File: src/rtl/data_gen_pkg.sv
// Shared constants, state encodings and the PRBS-15 word step for the OOK frame source.
package data_gen_pkg;

  localparam int unsigned WORD_W = 16;
  localparam int unsigned LFSR_W = 15;
  localparam int unsigned CNT_W  = 16;
  localparam int unsigned ST_W   = 2;

  localparam logic [ST_W-1:0] ST_IDLE    = 2'd0;
  localparam logic [ST_W-1:0] ST_SYNC    = 2'd1;
  localparam logic [ST_W-1:0] ST_PAYLOAD = 2'd2;

  localparam logic [WORD_W-1:0] DEF_SYNC_WORD = 16'hEB90;
  localparam logic [LFSR_W-1:0] DEF_PRBS_SEED = 15'h7FFF;

  // x^15 + x^14 + 1
  localparam int unsigned TAP_HI = 14;
  localparam int unsigned TAP_LO = 13;

  typedef struct packed {
    logic [LFSR_W-1:0] state;
    logic [WORD_W-1:0] word;
  } prbs_step_t;

  // Sixteen unrolled LFSR steps; the first generated bit lands in the word MSB.
  function automatic prbs_step_t prbs15_advance(input logic [LFSR_W-1:0] s_in);
    prbs_step_t r;
    logic [LFSR_W-1:0] s;
    logic nb;
    s  = s_in;
    r  = '0;
    nb = 1'b0;
    for (int i = 0; i < int'(WORD_W); i++) begin
      nb     = s[TAP_HI] ^ s[TAP_LO];
      r.word = {r.word[WORD_W-2:0], nb};
      s      = {s[LFSR_W-2:0], nb};
    end
    r.state = s;
    return r;
  endfunction

endpackage

File: src/rtl/data_gen_prbs15_word.sv
// PRBS-15 generator register: loads the seed or advances 16 steps per cycle.
module prbs15_word
  import data_gen_pkg::*;
#(
  parameter logic [LFSR_W-1:0] SEED = DEF_PRBS_SEED
) (
  input  logic              clk,
  input  logic              rst_n,
  input  logic              load_i,
  input  logic              advance_i,
  output logic [WORD_W-1:0] word_c_o
);

  logic [LFSR_W-1:0] lfsr_q;
  logic [LFSR_W-1:0] lfsr_d;
  prbs_step_t        step_c;

  always_comb begin
    step_c = prbs15_advance(lfsr_q);
    lfsr_d = lfsr_q;
    if (load_i) begin
      lfsr_d = SEED;
    end else if (advance_i) begin
      lfsr_d = step_c.state;
    end
  end

  assign word_c_o = step_c.word;

  always_ff @(posedge clk or negedge rst_n) begin
    if (!rst_n) begin
      lfsr_q <= SEED;
    end else begin
      lfsr_q <= lfsr_d;
    end
  end

endmodule

File: src/rtl/data_gen.sv
// Frame source: SYNC_WORD followed by PRBS_LENGTH PRBS-15 words, repeated while enabled.
module data_gen
  import data_gen_pkg::*;
#(
  parameter int unsigned       PRBS_LENGTH = 64,
  parameter logic [WORD_W-1:0] SYNC_WORD   = DEF_SYNC_WORD,
  parameter logic [LFSR_W-1:0] PRBS_SEED   = DEF_PRBS_SEED
) (
  input  logic              clk,
  input  logic              rst,
  input  logic              send_enable,
  output logic [WORD_W-1:0] data_out
);

  localparam logic [CNT_W-1:0] LAST_IDX = CNT_W'(PRBS_LENGTH - 1);

  logic [ST_W-1:0]   state_q, state_d;
  logic [CNT_W-1:0]  cnt_q, cnt_d;
  logic [WORD_W-1:0] data_q, data_d;
  logic              load_c, advance_c;
  logic [WORD_W-1:0] prbs_word_c;

  prbs15_word #(
    .SEED (PRBS_SEED)
  ) u_prbs (
    .clk       (clk),
    .rst_n     (rst),
    .load_i    (load_c),
    .advance_i (advance_c),
    .word_c_o  (prbs_word_c)
  );

  // Next-state and output decode; the frame always runs to completion once started.
  always_comb begin
    state_d   = state_q;
    cnt_d     = cnt_q;
    data_d    = '0;
    load_c    = 1'b0;
    advance_c = 1'b0;
    case (state_q)
      ST_IDLE: begin
        if (send_enable) state_d = ST_SYNC;
      end
      ST_SYNC: begin
        data_d  = SYNC_WORD;
        load_c  = 1'b1;
        cnt_d   = '0;
        state_d = ST_PAYLOAD;
      end
      ST_PAYLOAD: begin
        data_d    = prbs_word_c;
        advance_c = 1'b1;
        cnt_d     = cnt_q + CNT_W'(1);
        if (cnt_q == LAST_IDX) begin
          state_d = send_enable ? ST_SYNC : ST_IDLE;
        end
      end
      default: state_d = ST_IDLE;
    endcase
  end

  always_ff @(posedge clk or negedge rst) begin
    if (!rst) begin
      state_q <= ST_IDLE;
      cnt_q   <= '0;
      data_q  <= '0;
    end else begin
      state_q <= state_d;
      cnt_q   <= cnt_d;
      data_q  <= data_d;
    end
  end

  assign data_out = data_q;

endmodule

File: config.mk
export PLATFORM = sky130hd
export DESIGN_NAME = data_gen
export DESIGN_NICKNAME = d
export VERILOG_FILES = /design/src/rtl/data_gen_pkg.sv /design/src/rtl/data_gen_prbs15_word.sv /design/src/rtl/data_gen.sv
export SDC_FILE = /design/constraint.sdc
export NUM_CORES = 1
export LEC_CHECK = 0
export CORE_AREA = 2 2 78 80
export CTS_BUF_LIST = sky130_fd_sc_hd__clkbuf_4 sky130_fd_sc_hd__clkbuf_8
export DETAILED_ROUTE_END_ITERATION = 8
export DIE_AREA = 0 0 80 82
export GPL_TIMING_DRIVEN = 0
export SYNTH_ARGS = -nofsm -noshare
export SYNTH_HDL_FRONTEND = slang
export SYNTH_SLANG_ARGS = --single-unit
File: constraint.sdc
create_clock -name clk -period 2.7 [get_ports clk]
set_input_delay 0.54 -clock clk [delete_from_list [all_inputs] [get_ports clk]]
set_output_delay 0.54 -clock clk [all_outputs]
set_load 0.005 [all_outputs]
==> out/qor.yml, run 1 <==
clk_path_buf_depth: 2
root_buffer: "clkbuf_8"
grt_setup_unrepaired: "no"
worstSetupStartpointType: "register"
drive_gt1_share_pct: 13.69
fmax_ghz: 0.4553
hold_path_class: "input pin to asynchronous set/reset pin"
path_max_fanout: 7
area_growth_syn_to_layout_pct: 17.96
p_comb_share_pct: 40.4
p_switching_mw: 1.080
hold_viol: 0
synthesis.area_um2: 2250
syn-num-nets: 222
status: "finished, final reports clean"
synth.avg_cell_area_um2: 10.51
end_kind: "register"
drt_iter0_markers: 77
dieWidth_um: 80
finalCritPeriodShare_pct: 81.34
top_usage_layer: "met2"
holdWs_ns: 0.2274
post_cts_buffers: 0
rows: 28
max-vdd-ir-drop_mv: 0.5648
grt_max_degree: 26
path_cells: "inv_1, ha_1, buf_2, nand4_2, or3_4, or4_1, a21oi_1"
final_core_util_pct: 46.19
synth-edff-count: 0
drv_slew: 0
nFillCells: 564
synth_warnings: 0
antenna_found_initial: 0
dr.pass1.iters: 4
dp_hpwl_mm: 3.131
use_met3_pct: 3.077
total_leakage_power_nw: 1.071
ctsResizeCount: 0
yosys-top-cells-area: "dfrtp_1, dfstp_2, nor2_1, xnor2_1, a21oi_1"
p_total_mw: 2.914
yosysUniqueCellTypes: 42
setup_violations: 0
wl_mm: 4.442
synth.largest_area_cell: "dfrtp_1"
p_int_mw: 1.834
cp.required_ns: 2.93
synthCells: 214
fin_nets: 248
clock_latency_ns: 0.30
slowest_delay_ns: 0.43
cts_max_level: 2
gp_congestion: 0.8075
r2r_slack_ns: 0.50
cp_data_arrival_time_ns: 2.42
setup.worst_path.start: "state_q[0]$_DFFE_PN0P_"
finalWorstSetupSlack_ns: 0.5038
die_area_um2: 6560
use_met1_pct: 20.37
drc: 0
antennaDiodeCount: 0
core_area_um2: 5746
vias_per_cell: 5.127
grt_remaining_overflow: 0
ioPinCount: 19
drtAntennaViolNets: 0
clkPwrFrac_pct: 18.4
fp.dieH_um: 82
dpl_worst_slack_ns: 0.5351
p_seq_share_pct: 41.3
sw_frac_of_total_pct: 37.07
r2r-start: "state_q[0]$_DFFE_PN0P_"
drv_cap: 0
wl_per_cell_um: 14.06
async_reset_ff_share_pct: 100.0
path_clk_slew_ns: 0.09
vias: 1620
synth_top_area_share_pct: 37.82
seq_area_frac_synth_pct: 55.34
worstSetupPathType: "register to register"
powerDensity_nw_per_um2: 1098
grtUsageTotal_pct: 15.50
ys_seq_elements: 49
clkSinkCount: 49
port_buffers: 18
cts_hold_buf: 0
ys.flop_type: "dfrtp_1"
clock_skew_ns: 0.004485
use_met2_pct: 25.08
start_util_pct: 39.16
slowest_stage: "or3_4"
cts_tree: "built"
min_period_ns: 2.196
grt_pass1_vias: 1620
tightest_slew_ns: 0.7055
grt_pass1_wl_mm: 7.693
cts_inserted_buffers: 5
slew-limit-headroom_pct: 52.79
-- synth_stat cells, types with 2 or more instances --
cell      count
xor2_1        8
dfrtp_1      34
o22a_1        7
o21ai_0       9
or4_1         2
dfstp_2      15
ha_1          5
or3_4         3
xnor2_1      13
nand3_1       5
nand2_1       9
nand4_1       2
nor4_1        5
nor2_1       33
or3_1         2
o211ai_1      2
nand2b_1      2
nor3_1        2
a21oi_1      22
mux2i_1       2
clkbuf_1      5
inv_1         7
-- sequential cells by signal, summed over array words and instances, names as in the netlist --
name,cells
cnt_q,16
data_out,16
state_q,2
u_prbs.lfsr_q,15
-- final timing paths --
kind,to,depth (start not counted)
max,cnt_q[15]$_DFFE_PN0P_,7
min,cnt_q[13]$_DFFE_PN0P_,1
max reg2reg,cnt_q[15]$_DFFE_PN0P_,7
min reg2reg,u_prbs.lfsr_q[0]$_DFFE_PN1P_,2
max in group asynchronous,u_prbs.lfsr_q[1]$_DFFE_PN1P_,2
min in group clk,u_prbs.lfsr_q[0]$_DFFE_PN1P_,2
-- layout make-up --
class / count / area, µm² / share of cell area, %
clock inverters: 2 / 38.79 / 1.462
well taps: 75 / 93.84 / 3.536
clock buffers: 6 / 76.32 / 2.876
inverters: 8 / 30.03 / 1.132
repair buffers: 19 / 195.2 / 7.355
plain buffers: 7 / 27.53 / 1.037
flip-flops and latches: 49 / 1245 / 46.91
multi-input cells: 150 / 947.2 / 35.69
-- per-layer routing --
layer | up-vias | share of wire (%)
li1 | 806 | -
met1 | 789 | 49
met2 | 17 | 47
met3 | 8 | 2.3
met4 | 0 | 1.7
met5 | - | 0
-- logic make-up after synthesis --
group	share of synthesized area, %
buffers and inverters	2.558
multiplexers	0.8899
AND/OR/NAND/NOR	17.24
AO/OA/AOI/OAI	13.01
XOR/XNOR	8.176
flip-flops	55.34
adder cells (fa/ha/maj)	2.781
-- worst max-delay path, delay by kind of cell (launching register included) --
kind / cells / cell delay, ns
buf+inv: 2 / 0.28
flops: 1 / 0.41
fa+ha+maj: 1 / 0.27
simple gates: 3 / 0.97
compound gates: 1 / 0.18
-- power by group through the flow --
| stage | combinational [mW] | clock [mW] | sequential [mW] |
|---|---|---|---|
| finish | 1.18 | 0.535 | 1.20 |
| global route | 1.33 | 0.591 | 1.23 |
| CTS | 1.19 | 0.553 | 1.21 |
| detailed placement | 1.18 | 0 | 1.22 |
| global placement | 1.18 | 0 | 1.22 |
| floorplan | 0.780 | 0 | 1.20 |
-- cell usage in the layout (no fill, tap or decap), drive strengths merged, types with 3 or more instances in the layout --
cell type       n
a21oi          22
buf             4
clkbuf         11
clkdlybuf4s50  17
dfrtp          34
dfstp          15
ha              5
inv             7
nand2           9
nand3           6
nand4           3
nor2           33
nor4            5
o21ai          10
o22a            7
or3             6
xnor2          13
xor2            8
-- metrics by stage --
step                setup TNS, ns  instance area, µm²  std cells
finish                          0                2654        316
floorplan                       0                2250        214
global placement           -12.36                2524        307
detailed placement              0                2539        308
global route                    0                2654        316
CTS                             0                2654        316
(Power assumes the default switching activity.)
==> run 2: changes to the inputs <==
Clock period 2.7 ns to 2.1 ns, I/O delays scaled along.
==> out/qor.yml, run 2 (synthesis gave the netlist of run 1 again) <==
dieWidth_um: 80  # unchanged
grt_pass1_wl_mm: 7.762  # was 7.693 mm
start_util_pct: 39.16  # unchanged
dp_cells: 308  # unchanged
p_switching_mw: 1.410  # was 1.080 mW
total_leakage_power_nw: 1.080  # was 1.071 nW
worstSetupStartpointType: "register"  # unchanged
core_area_um2: 5746  # unchanged
nFillCells: 567  # was 564
path_max_fanout: 7  # unchanged
drv_slew: 0  # unchanged
drv_cap: 0  # unchanged
grt_setup_unrepaired: "no"  # unchanged
slew-limit-headroom_pct: 60.32  # was 52.79%
gp_congestion: 0.8075  # unchanged
root_buffer: "clkbuf_8"  # unchanged
cts_hold_buf: 0  # unchanged
cts_tree: "built"  # unchanged
setup.worst_path.start: "state_q[0]$_DFFE_PN0P_"  # unchanged
vias_per_cell: 5.164  # was 5.127
fp.dieH_um: 82  # unchanged
min_period_ns: 1.987  # was 2.196 ns
clock_skew_ns: 0.006144  # was 0.004485 ns
cts_max_level: 2  # unchanged
clk_path_buf_depth: 2  # unchanged
placed_area_um2: 2539  # unchanged
r2r_slack_ns: 0.11  # was 0.50 ns
layout_common_cells: "dfrtp_1, nor2_1, a21oi_1, clkdlybuf4s50_1, dfstp_2"  # unchanged
setup_violations: 0  # unchanged
fin_area_um2: 2694  # was 2654 µm²
powerDensity_nw_per_um2: 1415  # was 1098 nW/µm²
final_common_cell: "dfrtp_1"  # unchanged
rows: 28  # unchanged
antennaDiodeCount: 0  # unchanged
r2r-start: "state_q[0]$_DFFE_PN0P_"  # unchanged
hold_path_class: "input pin to asynchronous set/reset pin"  # unchanged
clock_latency_ns: 0.31  # was 0.30 ns
worstSetupPathType: "register to register"  # unchanged
max-vdd-ir-drop_mv: 0.7303  # was 0.5648 mV
dr.pass1.iters: 4  # unchanged
wl_per_cell_um: 14.31  # was 14.06 µm
fin_nets: 250  # was 248
grt_remaining_overflow: 0  # unchanged
tightest_slew_ns: 0.5930  # was 0.7055 ns
r2r-end: "cnt_q[15]$_DFFE_PN0P_"  # unchanged
drtAntennaViolNets: 0  # unchanged
p_comb_share_pct: 41.6  # was 40.4%
reg2reg_depth: 7  # unchanged
sw_frac_of_total_pct: 36.99  # was 37.07%
p_total_mw: 3.812  # was 2.914 mW
end_kind: "register"  # unchanged
clkSinkCount: 49  # unchanged
path_clk_slew_ns: 0.09  # about the same
final_core_util_pct: 46.89  # was 46.19%
drc: 0  # unchanged
antenna_found_initial: 0  # unchanged
crit_path_end: "cnt_q[15]$_DFFE_PN0P_"  # unchanged
wl_mm: 4.550  # was 4.442 mm
clkPwrFrac_pct: 18.1  # was 18.4%
dp_hpwl_mm: 3.131  # unchanged
stdcell_count: 318  # was 316
ioPinCount: 19  # unchanged
cts_inserted_buffers: 5  # unchanged
holdWs_ns: 0.1044  # was 0.2274 ns
area_growth_syn_to_layout_pct: 19.74  # was 17.96%
drt_iter0_markers: 73  # was 77
finalCritPeriodShare_pct: 94.61  # was 81.34%
grt_pass1_vias: 1638  # was 1620
vias: 1642  # was 1620
port_buffers: 18  # unchanged
fmax_ghz: 0.5033  # was 0.4553 GHz
drive_gt1_share_pct: 16.05  # was 13.69%
grt_max_degree: 26  # unchanged
grtUsageTotal_pct: 15.62  # was 15.50%
p_seq_share_pct: 40.3  # was 41.3%
hold_viol: 0  # unchanged
die_area_um2: 6560  # unchanged
cp.required_ns: 2.34  # was 2.93 ns
p_int_mw: 2.402  # was 1.834 mW
cp_data_arrival_time_ns: 2.23  # was 2.42 ns
status: "finished, final reports clean"  # unchanged
[run 2: critical path, cell delays in order, from the launching register on]
cell     delay (ns)
dfrtp_1        0.39
inv_2          0.06
ha_1           0.29
buf_6          0.13
nand4_4        0.09
or3_4          0.39
or4_4          0.43
a21oi_2        0.14
[run 2: layout make-up]
type / count / area (µm²) / share of cell area [%]
Sequential cell: 49 / 1245 / 46.21
Buffer: 7 / 33.78 / 1.254
Tap cell: 75 / 93.84 / 3.484
Multi-Input combinational cell: 150 / 965.9 / 35.86
Timing Repair Buffer: 21 / 210.2 / 7.803
Inverter: 8 / 30.03 / 1.115
Clock buffer: 6 / 76.32 / 2.833
Clock inverter: 2 / 38.79 / 1.440
[run 2: repair_timing]
item | CTS | global route
setup endpoints to repair | 3 | 10
endpoints found under the hold margin | 0 | 0
resized for setup | 1 | 6
setup buffers | 2 | 0
pin swaps | 0 | 2
[run 2: worst min-delay path by stage]
stage / from / to / cells past startpoint
2_1_floorplan: rst / cnt_q[0]$_DFFE_PN0P_ / 0
3_3_place_gp: u_prbs.lfsr_q[2]$_DFFE_PN1P_ / u_prbs.lfsr_q[2]$_DFFE_PN1P_ / 2
3_5_place_dp: rst / cnt_q[13]$_DFFE_PN0P_ / 1
4_1_cts: rst / cnt_q[13]$_DFFE_PN0P_ / 1
5_1_grt: rst / data_out[4]$_DFF_PN0_ / 1
6_report: rst / state_q[1]$_DFFE_PN0P_ / 1
[run 2: power groups by stage]
stage                     registers, mW  logic [mW]  clock network, mW
final                              1.54        1.59              0.688
after global routing               1.58        1.79              0.760
after CTS                          1.54        1.58              0.712
after global placement             1.56        1.51                  0
after detailed placement           1.57        1.52                  0
after floorplan                    1.54        1.00                  0
[run 2: metrics by stage]
stage / TNS, ns / setup slack [ns]
final: 0 / 0.1132
after CTS: 0 / 0.01883
after detailed placement: -0.1259 / -0.06489
after global routing: 0 / 0.01460
after floorplan: 0 / 0.1359
after global placement: -33.52 / -0.8462
[run 2: layer usage]
layer | share of wire (%) | vias to the layer above | global-route usage [%]
li1 | - | 807 | -
met1 | 47 | 802 | 20.51
met2 | 48 | 25 | 25.33
met3 | 3.0 | 8 | 3.077
met4 | 1.7 | 0 | 6.610
met5 | 0 | - | 0
